$ cat src/rtl/lsu_pkg.sv
// Shared types for the load/store unit: access size encodings, FSM states,
// the registered request record and small lane/split helpers.
// Build option: define LSU_MISALIGN_EN to execute split (misaligned) accesses
// as two memory beats; without it such accesses are answered with an error.
package lsu_pkg;

    typedef enum logic [1:0] {
        SIZE_BYTE = 2'b00,
        SIZE_HALF = 2'b01,
        SIZE_WORD = 2'b10,
        SIZE_RSVD = 2'b11
    } size_e;

    typedef enum logic [1:0] {
        IDLE = 2'b00,
        ACC0 = 2'b01,
        ACC1 = 2'b10,
        RESP = 2'b11
    } state_e;

`ifdef LSU_MISALIGN_EN
    localparam bit MISALIGN_EN = 1'b1;
`else
    localparam bit MISALIGN_EN = 1'b0;
`endif

    // Request fields held for the whole access; only the low 15 address bits matter.
    typedef struct packed {
        logic        we;
        size_e       size;
        logic        uns;
        logic [14:0] addr;
        logic [31:0] wdata;
    } req_t;

    // Byte-lane mask of an access placed at offset 0.
    function automatic logic [3:0] size_mask(input size_e size);
        case (size)
            SIZE_BYTE: return 4'b0001;
            SIZE_HALF: return 4'b0011;
            SIZE_WORD: return 4'b1111;
            default:   return 4'b0000;
        endcase
    endfunction

    // True when the lane mask spills into the next word (upper lane nibble non-zero).
    function automatic logic is_split(input size_e size, input logic [1:0] offset);
        return ((size == SIZE_HALF) && (offset == 2'd3)) ||
               ((size == SIZE_WORD) && (offset != 2'd0));
    endfunction

endpackage

$ cat src/rtl/lsu_if.sv
// CPU-side request/response bundle of the load/store unit.
// master = CPU issuing accesses, slave = load/store unit serving them.
interface lsu_if;

    logic        req_valid_i;
    logic        req_ready_o;
    logic        req_we_i;
    logic [1:0]  req_size_i;
    logic        req_unsigned_i;
    logic [31:0] req_addr_i;
    logic [31:0] req_wdata_i;
    logic        rsp_valid_o;
    logic [31:0] rsp_rdata_o;
    logic        rsp_err_o;

    modport master (
        output req_valid_i, req_we_i, req_size_i, req_unsigned_i, req_addr_i, req_wdata_i,
        input  req_ready_o, rsp_valid_o, rsp_rdata_o, rsp_err_o
    );

    modport slave (
        input  req_valid_i, req_we_i, req_size_i, req_unsigned_i, req_addr_i, req_wdata_i,
        output req_ready_o, rsp_valid_o, rsp_rdata_o, rsp_err_o
    );

endinterface

$ cat src/rtl/lsu_align.sv
// Combinational alignment datapath: byte-lane selects per beat, store data
// shifted into memory lanes, and load data extracted and size-extended.
// With LSU_MISALIGN_EN the second (beat1) lanes/data paths are present.
module lsu_align
    import lsu_pkg::*;
(
    input  size_e       size,
    input  logic [1:0]  offset,
    input  logic        uns,
    input  logic [31:0] wdata,
    input  logic [31:0] ld_beat0,
`ifdef LSU_MISALIGN_EN
    input  logic [31:0] ld_beat1,
    output logic [3:0]  sel_beat1,
    output logic [31:0] st_beat1,
`endif
    output logic [3:0]  sel_beat0,
    output logic [31:0] st_beat0,
    output logic [31:0] ld_data
);

    logic [4:0]  shamt;
    logic [31:0] ld_word;

    assign shamt = {offset, 3'b000};

`ifdef LSU_MISALIGN_EN
    logic [7:0]  lanes;
    logic [63:0] st_wide;
    logic [63:0] ld_cat;

    assign lanes     = {4'b0000, size_mask(size)} << offset;
    assign sel_beat0 = lanes[3:0];
    assign sel_beat1 = lanes[7:4];

    assign st_wide   = {32'h0000_0000, wdata} << shamt;
    assign st_beat0  = st_wide[31:0];
    assign st_beat1  = st_wide[63:32];

    assign ld_cat    = {ld_beat1, ld_beat0};
    assign ld_word   = ld_cat[shamt +: 32];
`else
    assign sel_beat0 = size_mask(size) << offset;
    assign st_beat0  = wdata << shamt;
    assign ld_word   = ld_beat0 >> shamt;
`endif

    // Truncate the shifted load word to the access size and extend it.
    always_comb begin
        // NOTE: every output of a combinational block gets a default first, so no path infers a latch.
        ld_data = 32'h0000_0000;
        case (size)
            SIZE_BYTE: ld_data = uns ? {24'h00_0000, ld_word[7:0]}
                                     : {{24{ld_word[7]}}, ld_word[7:0]};
            SIZE_HALF: ld_data = uns ? {16'h0000, ld_word[15:0]}
                                     : {{16{ld_word[15]}}, ld_word[15:0]};
            SIZE_WORD: ld_data = ld_word;
            default:   ld_data = 32'h0000_0000;
        endcase
    end

endmodule

$ cat src/rtl/load_store_unit.sv
// Load/store unit: accepts one CPU access at a time, issues one or two
// byte-lane-masked memory beats, and returns a one-cycle response.
// Build option: LSU_MISALIGN_EN enables two-beat split accesses (ACC1 state).
module load_store_unit
    import lsu_pkg::*;
(
    input  logic        clk_i,
    input  logic        rst_i,
    lsu_if.slave        cpu,
    output logic        mem_write_o,
    output logic [3:0]  mem_b_sel_o,
    output logic [12:0] mem_addr_o,
    output logic [31:0] mem_data_o,
    input  logic [31:0] mem_data_i
);

    state_e      state_q, state_d;
    req_t        req_q;
    logic        err_q;
    logic [31:0] beat0_q;
    logic        accept;
    logic        new_err;
    logic [3:0]  sel_beat0;
    logic [31:0] st_beat0;
    logic [31:0] ld_data;
    logic        unused_addr_hi;

`ifdef LSU_MISALIGN_EN
    logic [31:0] beat1_q;
    logic [3:0]  sel_beat1;
    logic [31:0] st_beat1;
`endif

    // Address bits above the 32 KiB window are ignored by design.
    assign unused_addr_hi = &{1'b0, cpu.req_addr_i[31:15]};

    assign accept  = cpu.req_valid_i && (state_q == IDLE) && !rst_i;
    assign new_err = (size_e'(cpu.req_size_i) == SIZE_RSVD) ||
                     (!MISALIGN_EN && is_split(size_e'(cpu.req_size_i), cpu.req_addr_i[1:0]));

    lsu_align u_align (
        .size      (req_q.size),
        .offset    (req_q.addr[1:0]),
        .uns       (req_q.uns),
        .wdata     (req_q.wdata),
        .ld_beat0  (beat0_q),
`ifdef LSU_MISALIGN_EN
        .ld_beat1  (beat1_q),
        .sel_beat1 (sel_beat1),
        .st_beat1  (st_beat1),
`endif
        .sel_beat0 (sel_beat0),
        .st_beat0  (st_beat0),
        .ld_data   (ld_data)
    );

    // FSM state register with synchronous reset.
    always_ff @(posedge clk_i) begin
        // NOTE: sequential state uses non-blocking assignments so every flop samples pre-edge values.
        if (rst_i) begin
            state_q <= IDLE;
        end else begin
            state_q <= state_d;
        end
    end

    // Request capture on acceptance and load-beat capture at the end of each beat.
    always_ff @(posedge clk_i) begin
        // NOTE: datapath registers are not reset; they are only observed once the FSM has loaded them.
        if (accept) begin
            req_q.we    <= cpu.req_we_i;
            req_q.size  <= size_e'(cpu.req_size_i);
            req_q.uns   <= cpu.req_unsigned_i;
            req_q.addr  <= cpu.req_addr_i[14:0];
            req_q.wdata <= cpu.req_wdata_i;
            err_q       <= new_err;
        end
        if (state_q == ACC0) begin
            beat0_q <= mem_data_i;
        end
`ifdef LSU_MISALIGN_EN
        if (state_q == ACC1) begin
            beat1_q <= mem_data_i;
        end
`endif
    end

    // Next-state logic and Moore outputs; reset forces every output low.
    always_comb begin
        state_d         = state_q;
        cpu.req_ready_o = 1'b0;
        cpu.rsp_valid_o = 1'b0;
        cpu.rsp_rdata_o = 32'h0000_0000;
        cpu.rsp_err_o   = 1'b0;
        mem_write_o     = 1'b0;
        mem_b_sel_o     = 4'b0000;
        mem_addr_o      = 13'h0000;
        mem_data_o      = 32'h0000_0000;

        case (state_q)
            IDLE: begin
                cpu.req_ready_o = 1'b1;
                if (accept) begin
                    state_d = new_err ? RESP : ACC0;
                end
            end
            ACC0: begin
                mem_write_o = req_q.we;
                mem_b_sel_o = sel_beat0;
                mem_addr_o  = req_q.addr[14:2];
                mem_data_o  = req_q.we ? st_beat0 : 32'h0000_0000;
`ifdef LSU_MISALIGN_EN
                state_d     = (sel_beat1 != 4'b0000) ? ACC1 : RESP;
`else
                state_d     = RESP;
`endif
            end
`ifdef LSU_MISALIGN_EN
            ACC1: begin
                mem_write_o = req_q.we;
                mem_b_sel_o = sel_beat1;
                mem_addr_o  = req_q.addr[14:2] + 13'd1;
                mem_data_o  = req_q.we ? st_beat1 : 32'h0000_0000;
                state_d     = RESP;
            end
`endif
            RESP: begin
                cpu.rsp_valid_o = 1'b1;
                cpu.rsp_err_o   = err_q;
                cpu.rsp_rdata_o = (err_q || req_q.we) ? 32'h0000_0000 : ld_data;
                state_d         = IDLE;
            end
            default: state_d = IDLE;
        endcase

        if (rst_i) begin
            cpu.req_ready_o = 1'b0;
            cpu.rsp_valid_o = 1'b0;
            cpu.rsp_rdata_o = 32'h0000_0000;
            cpu.rsp_err_o   = 1'b0;
            mem_write_o     = 1'b0;
            mem_b_sel_o     = 4'b0000;
            mem_addr_o      = 13'h0000;
            mem_data_o      = 32'h0000_0000;
        end
    end

endmodule

$ cat src/flat_wrapper.sv
// flat-port wrapper written by rule: the top's interface ports become plain ports
module load_store_unit_flat import lsu_pkg::*;
  (clk_i, rst_i, mem_write_o, mem_b_sel_o, mem_addr_o, mem_data_o, mem_data_i, cpu_req_valid_i, cpu_req_we_i, cpu_req_size_i, cpu_req_unsigned_i, cpu_req_addr_i, cpu_req_wdata_i, cpu_req_ready_o, cpu_rsp_valid_o, cpu_rsp_rdata_o, cpu_rsp_err_o);
  lsu_if cpu_i ();
  input  logic clk_i;
  input  logic rst_i;
  output logic mem_write_o;
  output logic [3:0] mem_b_sel_o;
  output logic [12:0] mem_addr_o;
  output logic [31:0] mem_data_o;
  input  logic [31:0] mem_data_i;
  input wire logic [$bits(cpu_i.req_valid_i)-1:0] cpu_req_valid_i;
  input wire logic [$bits(cpu_i.req_we_i)-1:0] cpu_req_we_i;
  input wire logic [$bits(cpu_i.req_size_i)-1:0] cpu_req_size_i;
  input wire logic [$bits(cpu_i.req_unsigned_i)-1:0] cpu_req_unsigned_i;
  input wire logic [$bits(cpu_i.req_addr_i)-1:0] cpu_req_addr_i;
  input wire logic [$bits(cpu_i.req_wdata_i)-1:0] cpu_req_wdata_i;
  output wire logic [$bits(cpu_i.req_ready_o)-1:0] cpu_req_ready_o;
  output wire logic [$bits(cpu_i.rsp_valid_o)-1:0] cpu_rsp_valid_o;
  output wire logic [$bits(cpu_i.rsp_rdata_o)-1:0] cpu_rsp_rdata_o;
  output wire logic [$bits(cpu_i.rsp_err_o)-1:0] cpu_rsp_err_o;
  assign cpu_i.req_valid_i = cpu_req_valid_i;
  assign cpu_i.req_we_i = cpu_req_we_i;
  assign cpu_i.req_size_i = cpu_req_size_i;
  assign cpu_i.req_unsigned_i = cpu_req_unsigned_i;
  assign cpu_i.req_addr_i = cpu_req_addr_i;
  assign cpu_i.req_wdata_i = cpu_req_wdata_i;
  assign cpu_req_ready_o = cpu_i.req_ready_o;
  assign cpu_rsp_valid_o = cpu_i.rsp_valid_o;
  assign cpu_rsp_rdata_o = cpu_i.rsp_rdata_o;
  assign cpu_rsp_err_o = cpu_i.rsp_err_o;
  load_store_unit u_core (.clk_i(clk_i), .rst_i(rst_i), .cpu(cpu_i), .mem_write_o(mem_write_o), .mem_b_sel_o(mem_b_sel_o), .mem_addr_o(mem_addr_o), .mem_data_o(mem_data_o), .mem_data_i(mem_data_i));
endmodule
$ cat config.mk
export PLATFORM = sky130hd
export DESIGN_NAME = load_store_unit_flat
export DESIGN_NICKNAME = d
export VERILOG_FILES = /design/src/rtl/lsu_pkg.sv /design/src/rtl/lsu_if.sv /design/src/rtl/lsu_align.sv /design/src/rtl/load_store_unit.sv /design/src/flat_wrapper.sv
export SDC_FILE = /design/constraint.sdc
export NUM_CORES = 1
export LEC_CHECK = 0
export BUFFER_PORTS_ARGS = -buffer_cell sky130_fd_sc_hd__clkbuf_2
export CORE_ASPECT_RATIO = 2
export CORE_UTILIZATION = 48
export CTS_CLUSTER_SIZE = 20
export DETAILED_ROUTE_END_ITERATION = 8
export PLACE_DENSITY = 0.81
export SYNTH_ARGS = -nofsm -noshare
export SYNTH_HDL_FRONTEND = slang
export SYNTH_SLANG_ARGS = --single-unit
$ cat constraint.sdc
create_clock -name clk_i -period 3.45 [get_ports clk_i]
set_input_delay 0.345 -clock clk_i [delete_from_list [all_inputs] [get_ports clk_i]]
set_output_delay 0.345 -clock clk_i [all_outputs]
set_load 0.005 [all_outputs]
==> impl_metrics.yaml, run 1 <==
final_layout:
  drive_gt1_frac: 0.400
  antenna_cells: 0
  final_nets: 625
  area_growth_pct: 29.3
  fin_area_mm2: 0.00549
  stdcell_count: 622
logic_synthesis:
  async_flop_share: 0
  synth_edf_count: 84
  syn_avg_cell_area_um2: 12.1
  synth-main-ff-cell: "edfxtp_1"
  synth_top_area_frac: 0.593
  synth_cell_types: 36
  yosys-top-cells-count: "edfxtp_1 (84), nor2_1 (45), a21oi_1 (36)"
  yosysWarnings: 0
  syn-instance-count: 350
  ys_seq_area_frac: 0.603
  synth.largest_area_cell: "edfxtp_1"
  synthesis.area_mm2: 0.00425
  synthesis.nets: 458
  synth.area.top_cells: "edfxtp_1 (59%), mux2i_1 (8.2%), a21oi_1 (4.2%)"
  ys_ff_latch: 86
  yosysMostFrequentCell: "edfxtp_1"
timing:
  worst_slew_pin_slew_ps: 1160
  min_period_ps: 2880
  rsz0062_at_grt: "false"
  fin_setup_tns_ps: 0
  period_share: 0.835
  max_slew_margin: 0.227
  report.final.slew_viol_count: 0
  clock.fmax_mhz: 347
  setup-violations-final: 0
  layout_setup_ws_ps: 569
  finClkSkew_ps: 4.78
  hold_viol_final: 0
route:
  drt_pass1_iterations: 5
  wl_per_cell_um: 16.1
  antenna_left: 0
  drt_iter0_drc: 136
  avgViaCountPerCell: 5.21
  vias: 3243
  drc: 0
  wl_um: 9990
setup_path:
  path_common_cell: "or3_1"
  slowest_delay_ps: 440
  cp_num_buf_inv: 2
  cp-end-kind: "output pin"
  worstPathCellList: "ha_1 > or3_1 > or3_1 > buf_4 > o21bai_4 > a211oi_2 > clkbuf_2"
  worstSetupPathType: "reg2out"
  cp-start-kind: "register"
  arrival_ps: 2540
  crit_family: "simple AND/OR/NAND/NOR gates"
  required_ps: 3110
  cp_max_fo: 25
  cpMaxStageDelayCell: "edfxtp_1"
power_and_ir_drop:
  power_mw: 2.42
  p_clk_frac: 0.395
  irDropWorstVdd_uv: 518
  combPwrFrac: 0.091
  internal-power_mw: 1.91
  pwr-share-seq: 0.513
  p_sw_frac: 0.210
  power_density_mw_per_mm2: 441
  p_leak_nw: 2.34
  p_sw_uw: 508
clock_tree:
  root_buffer: "clkbuf_16"
  clock-sinks: 86
  cts_buffers: 9
  clk_pin_slew_ps: 60
  cts_max_path_buffers: 2
  cts_tree: "yes"
  clock_latency_ps: 330
  cts_setup_buffers: 0
  postCtsHoldBufs: 0
  cts_resized: 0
  htreeDepth: 3
grt:
  antenna_found_initial: 0
  gr-total-overflow: 0
  track_usage: 0.226
  grt_max_degree: 53
  grt_pass1_vias: 3226
  grt_pass1_wl_um: 15100
flow_run:
  max_cap_viol_count: 0
floorplan:
  fp-row-count: 48
  fp.dieW_um: 68.5
  die_area_mm2: 0.00926
  coreArea_mm2: 0.00859
  start_util: 0.495
  ios: 188
  die_h_um: 135
place:
  gp_congestion: 0.836
  dp_slack_ps: 885
  placed_cells: 606
  hpwl_um: 7680
  io_buffers: 170
  placed_cell_area_mm2: 0.00519
status:
  status: "finished, final reports clean"
hold_path:
  min_path_type: "in2reg"
[cell families after synthesis]
| kind of cell | Yosys count | synth area share |
|---|---|---|
| simple gates | 114 | 0.134 |
| mux | 42 | 0.101 |
| buf+inv | 30 | 0.0312 |
| compound gates | 73 | 0.116 |
| flops | 86 | 0.603 |
| fa+ha+maj | 5 | 0.0147 |
[power groups by stage]
| stage | clock network (mW) | logic (mW) | registers, mW |
|---|---|---|---|
| floorplan | 0 | 0.130 | 1.26 |
| global placement | 0 | 0.214 | 1.26 |
| detailed placement | 0 | 0.221 | 1.26 |
| CTS | 0.977 | 0.223 | 1.24 |
| global route | 1.01 | 0.243 | 1.25 |
| finish | 0.957 | 0.221 | 1.24 |
[state kept, by name, summed over array words and instances, names as in the netlist]
name	count
u_core.beat0_q	32
u_core.err_q	1
u_core.req_q	51
u_core.state_q	2
[cells in the final DEF, fill, tap and decap left out, drive strengths merged, types with 2 or more instances in the layout]
cell     instances
nand2b           2
dfxtp            2
edfxtp          84
a21oi           36
inv              6
clkbuf         183
nand3b           2
a211oi          24
nand2           17
o21ai            3
buf              9
nor2b           11
clkinv           2
mux2             7
nor3             4
or3              2
nor3b            2
o2bb2ai          7
ha               5
mux2i           35
nor2            45
and2            24
[worst paths after layout]
check / slack, ps / end / from / cells past startpoint
setup reg to reg: 1470 / u_core.req_q[6]$_DFFE_PP_ / u_core.state_q[1]$_SDFFE_PP0P_ / 2
setup / recovery: 570 / cpu_rsp_rdata_o[7] / u_core.req_q[49]$_DFFE_PP_ / 7
hold reg to reg: 560 / u_core.state_q[0]$_SDFFE_PP0P_ / u_core.state_q[0]$_SDFFE_PP0P_ / 2
hold / removal: 190 / u_core.req_q[30]$_DFFE_PP_ / cpu_req_wdata_i[30] / 1
[routing by layer]
layer | vias up | track usage | wire (um)
met5 | - | 0 | 0
met4 | 0 | 0.105 | 293
met3 | 24 | 0.0608 | 547
met2 | 121 | 0.404 | 5590
met1 | 1483 | 0.231 | 3560
li1 | 1615 | - | -
[stage by stage]
step / hold WS (ps) / util
floorplan: 422 / -
global placement: 522 / 0.604
detailed placement: 524 / 0.604
CTS: 170 / 0.640
global route: 170 / 0.640
finish: 186 / 0.640
[cell type report]
class,instances,area [um2]
Clock buffer,13,260
Clock inverter,3,42.5
Fill cell,654,3090
Inverter,7,26.3
Multi-Input combinational cell,234,1560
Sequential cell,86,2560
Tap cell,100,125
Timing Repair Buffer,179,918
(Power assumes the default switching activity.)
==> inputs of run 2 (changes only) <==
clock period = 2.78 ns   (was 3.45 ns; I/O delays follow)
==> run 2 against run 1 <==
  * Combinational power is 26% higher
  * Die area did not move
  * Clock power grew 19%
  * Sequential power increased by 24%
  * Critical path depth shrank 1
  * Clock-buffer cell count fell by 3
  * Cell count is 0.32% higher
  * Utilization grew 0.19 points
  * Register-to-register slack worse by 510 ps
  * Wire length grew 2.5%
  * Worst setup slack worse by 430 ps
  * Global-route usage up 0.21 points
  * Critical path type unchanged
==> impl_metrics.yaml, run 2 (synthesized netlist as in run 1, its figures left out) <==
status:
  status: "finished, final reports clean"
route:
  antenna_left: 0
  drt_iter0_drc: 98
  drc: 0
  wl_per_cell_um: 16.4
  route.met2.wl_um: 5690
  wl_um: 10200
  vias: 3376
  avgViaCountPerCell: 5.41
  top_layer: "met4"
  met1_length_um: 3510
  drt_pass1_iterations: 4
  wl_met3_um: 632
clock_tree:
  cts_max_path_buffers: 2
  cts_resized: 0
  clock-sinks: 86
  cts_buffers: 9
  cts_tree: "yes"
  clock_latency_ps: 330
  htreeDepth: 3
  clk_pin_slew_ps: 60
  root_buffer: "clkbuf_16"
  postCtsHoldBufs: 0
  cts_setup_buffers: 0
place:
  hpwl_um: 7750
  io_buffers: 170
  placed_cell_area_mm2: 0.00522
  gp_congestion: 0.854
timing:
  rsz0062_at_grt: "false"
  clock.fmax_mhz: 378
  hold_viol_final: 0
  report.final.slew_viol_count: 0
  finClkSkew_ps: 5.82
  max_slew_margin: 0.419
  worst_slew_pin_slew_ps: 870
  period_share: 0.951
  setup-violations-final: 0
  fin_setup_tns_ps: 0
  min_period_ps: 2640
final_layout:
  drive_gt1_frac: 0.403
  fillers: 670
  area_growth_pct: 29.6
  final_nets: 627
  layout_common_cells: "clkbuf_2 (170), edfxtp_1 (84), nor2_1 (45), a21oi_1 (36), mux2i_1 (35)"
  fin_area_mm2: 0.00551
  top_regs: "u_core.req_q (51), u_core.beat0_q (32), u_core.state_q (2)"
  top_register: "u_core.req_q"
  antenna_cells: 0
  largest_reg_flops: 51
  layout_commonest_cell: "clkbuf_2"
  final_core_util: 0.642
power_and_ir_drop:
  combPwrFrac: 0.094
  irDropWorstVdd_uv: 459
  p_clk_frac: 0.386
  p_sw_uw: 641
  p_sw_frac: 0.216
  p_leak_nw: 2.35
  power_density_mw_per_mm2: 538
  power_mw: 2.97
  pwr-share-seq: 0.520
  internal-power_mw: 2.32
hold_path:
  worstHoldStart: "cpu_req_addr_i[13]"
  min_path_type: "in2reg"
grt:
  track_usage: 0.228
  grt_pass1_wl_um: 15200
  antenna_found_initial: 0
  grt_max_degree: 57
  grt_pass1_vias: 3272
  gr-total-overflow: 0
floorplan:
  start_util: 0.495
  coreArea_mm2: 0.00859
  die_h_um: 135
  die_area_mm2: 0.00926
  fp-row-count: 48
  fp.dieW_um: 68.5
  ios: 188
setup_path:
  r2r_setup_slack_ps: 960
  required_ps: 2500
  cp_max_fo: 8
  cp-start-kind: "register"
  reg2reg_depth: 3
  cp-end-kind: "output pin"
  arrival_ps: 2370
  setup.worst_path.end: "cpu_rsp_rdata_o[7]"
  worstSetupPathType: "reg2out"
  rr_endpoint: "u_core.req_q[6]$_DFFE_PP_"
  worstReg2RegStart: "u_core.state_q[1]$_SDFFE_PP0P_"
  crit_start: "u_core.req_q[49]$_DFFE_PP_"
flow_run:
  max_cap_viol_count: 0
[run 2: cell types whose count changed in the layout (fill, tap and decap cells not counted), sizes merged]
cell      change
clkinvlp      +1
buf           +2
clkinv        +2
clkbuf        -3
[run 2: cell type report]
cell class                 count  area (um2)  area share
clock buffer                  10         229      0.0416
sequential                    86        2560       0.465
multi-input combinational    234        1560       0.283
tap                          100         125      0.0227
clock inverter                 6        62.6      0.0114
timing repair buffer         181         946       0.172
inverter                       7        26.3     0.00477
[run 2: worst min path at each step]
stage | depth (start not counted) | endpoint | slack, ps
2_1_floorplan | 1 | u_core.state_q[0]$_SDFFE_PP0P_ | 350
3_3_place_gp | 1 | u_core.req_q[12]$_DFFE_PP_ | 450
3_5_place_dp | 1 | u_core.req_q[15]$_DFFE_PP_ | 460
4_1_cts | 1 | u_core.req_q[36]$_DFFE_PP_ | 110
5_1_grt | 1 | u_core.req_q[8]$_DFFE_PP_ | 110
6_report | 1 | u_core.req_q[45]$_DFFE_PP_ | 120
[run 2: stage by stage]
stage / setup slack, ps / instances / hold slack [ps]
2_1_floorplan: 105 / 350 / 355
6_report: 136 / 624 / 120
3_5_place_dp: 473 / 608 / 457
5_1_grt: 5.56 / 624 / 106
3_3_place_gp: 517 / 608 / 455
4_1_cts: 110 / 624 / 107
[run 2: routing by layer]
metal / vias up / GRT usage
li1: 1624 / -
met1: 1579 / 0.214
met2: 142 / 0.409
met3: 31 / 0.0574
met4: 0 / 0.146
met5: - / 0
[run 2: worst max-delay path, cell delays in order (launching register included)]
cell      delay (ps)
edfxtp_1         450
ha_1             250
or3_1            340
or3_1            350
o21bai_4         250
a211oi_2         250
clkbuf_2         150
[run 2: power groups by stage]
| stage | clock, mW | sequential (mW) | combinational (mW) |
|---|---|---|---|
| 6_report | 1.14 | 1.54 | 0.278 |
| 5_1_grt | 1.21 | 1.55 | 0.305 |
| 4_1_cts | 1.17 | 1.54 | 0.280 |
| 3_5_place_dp | 0 | 1.57 | 0.278 |
| 3_3_place_gp | 0 | 1.56 | 0.269 |
| 2_1_floorplan | 0 | 1.56 | 0.161 |
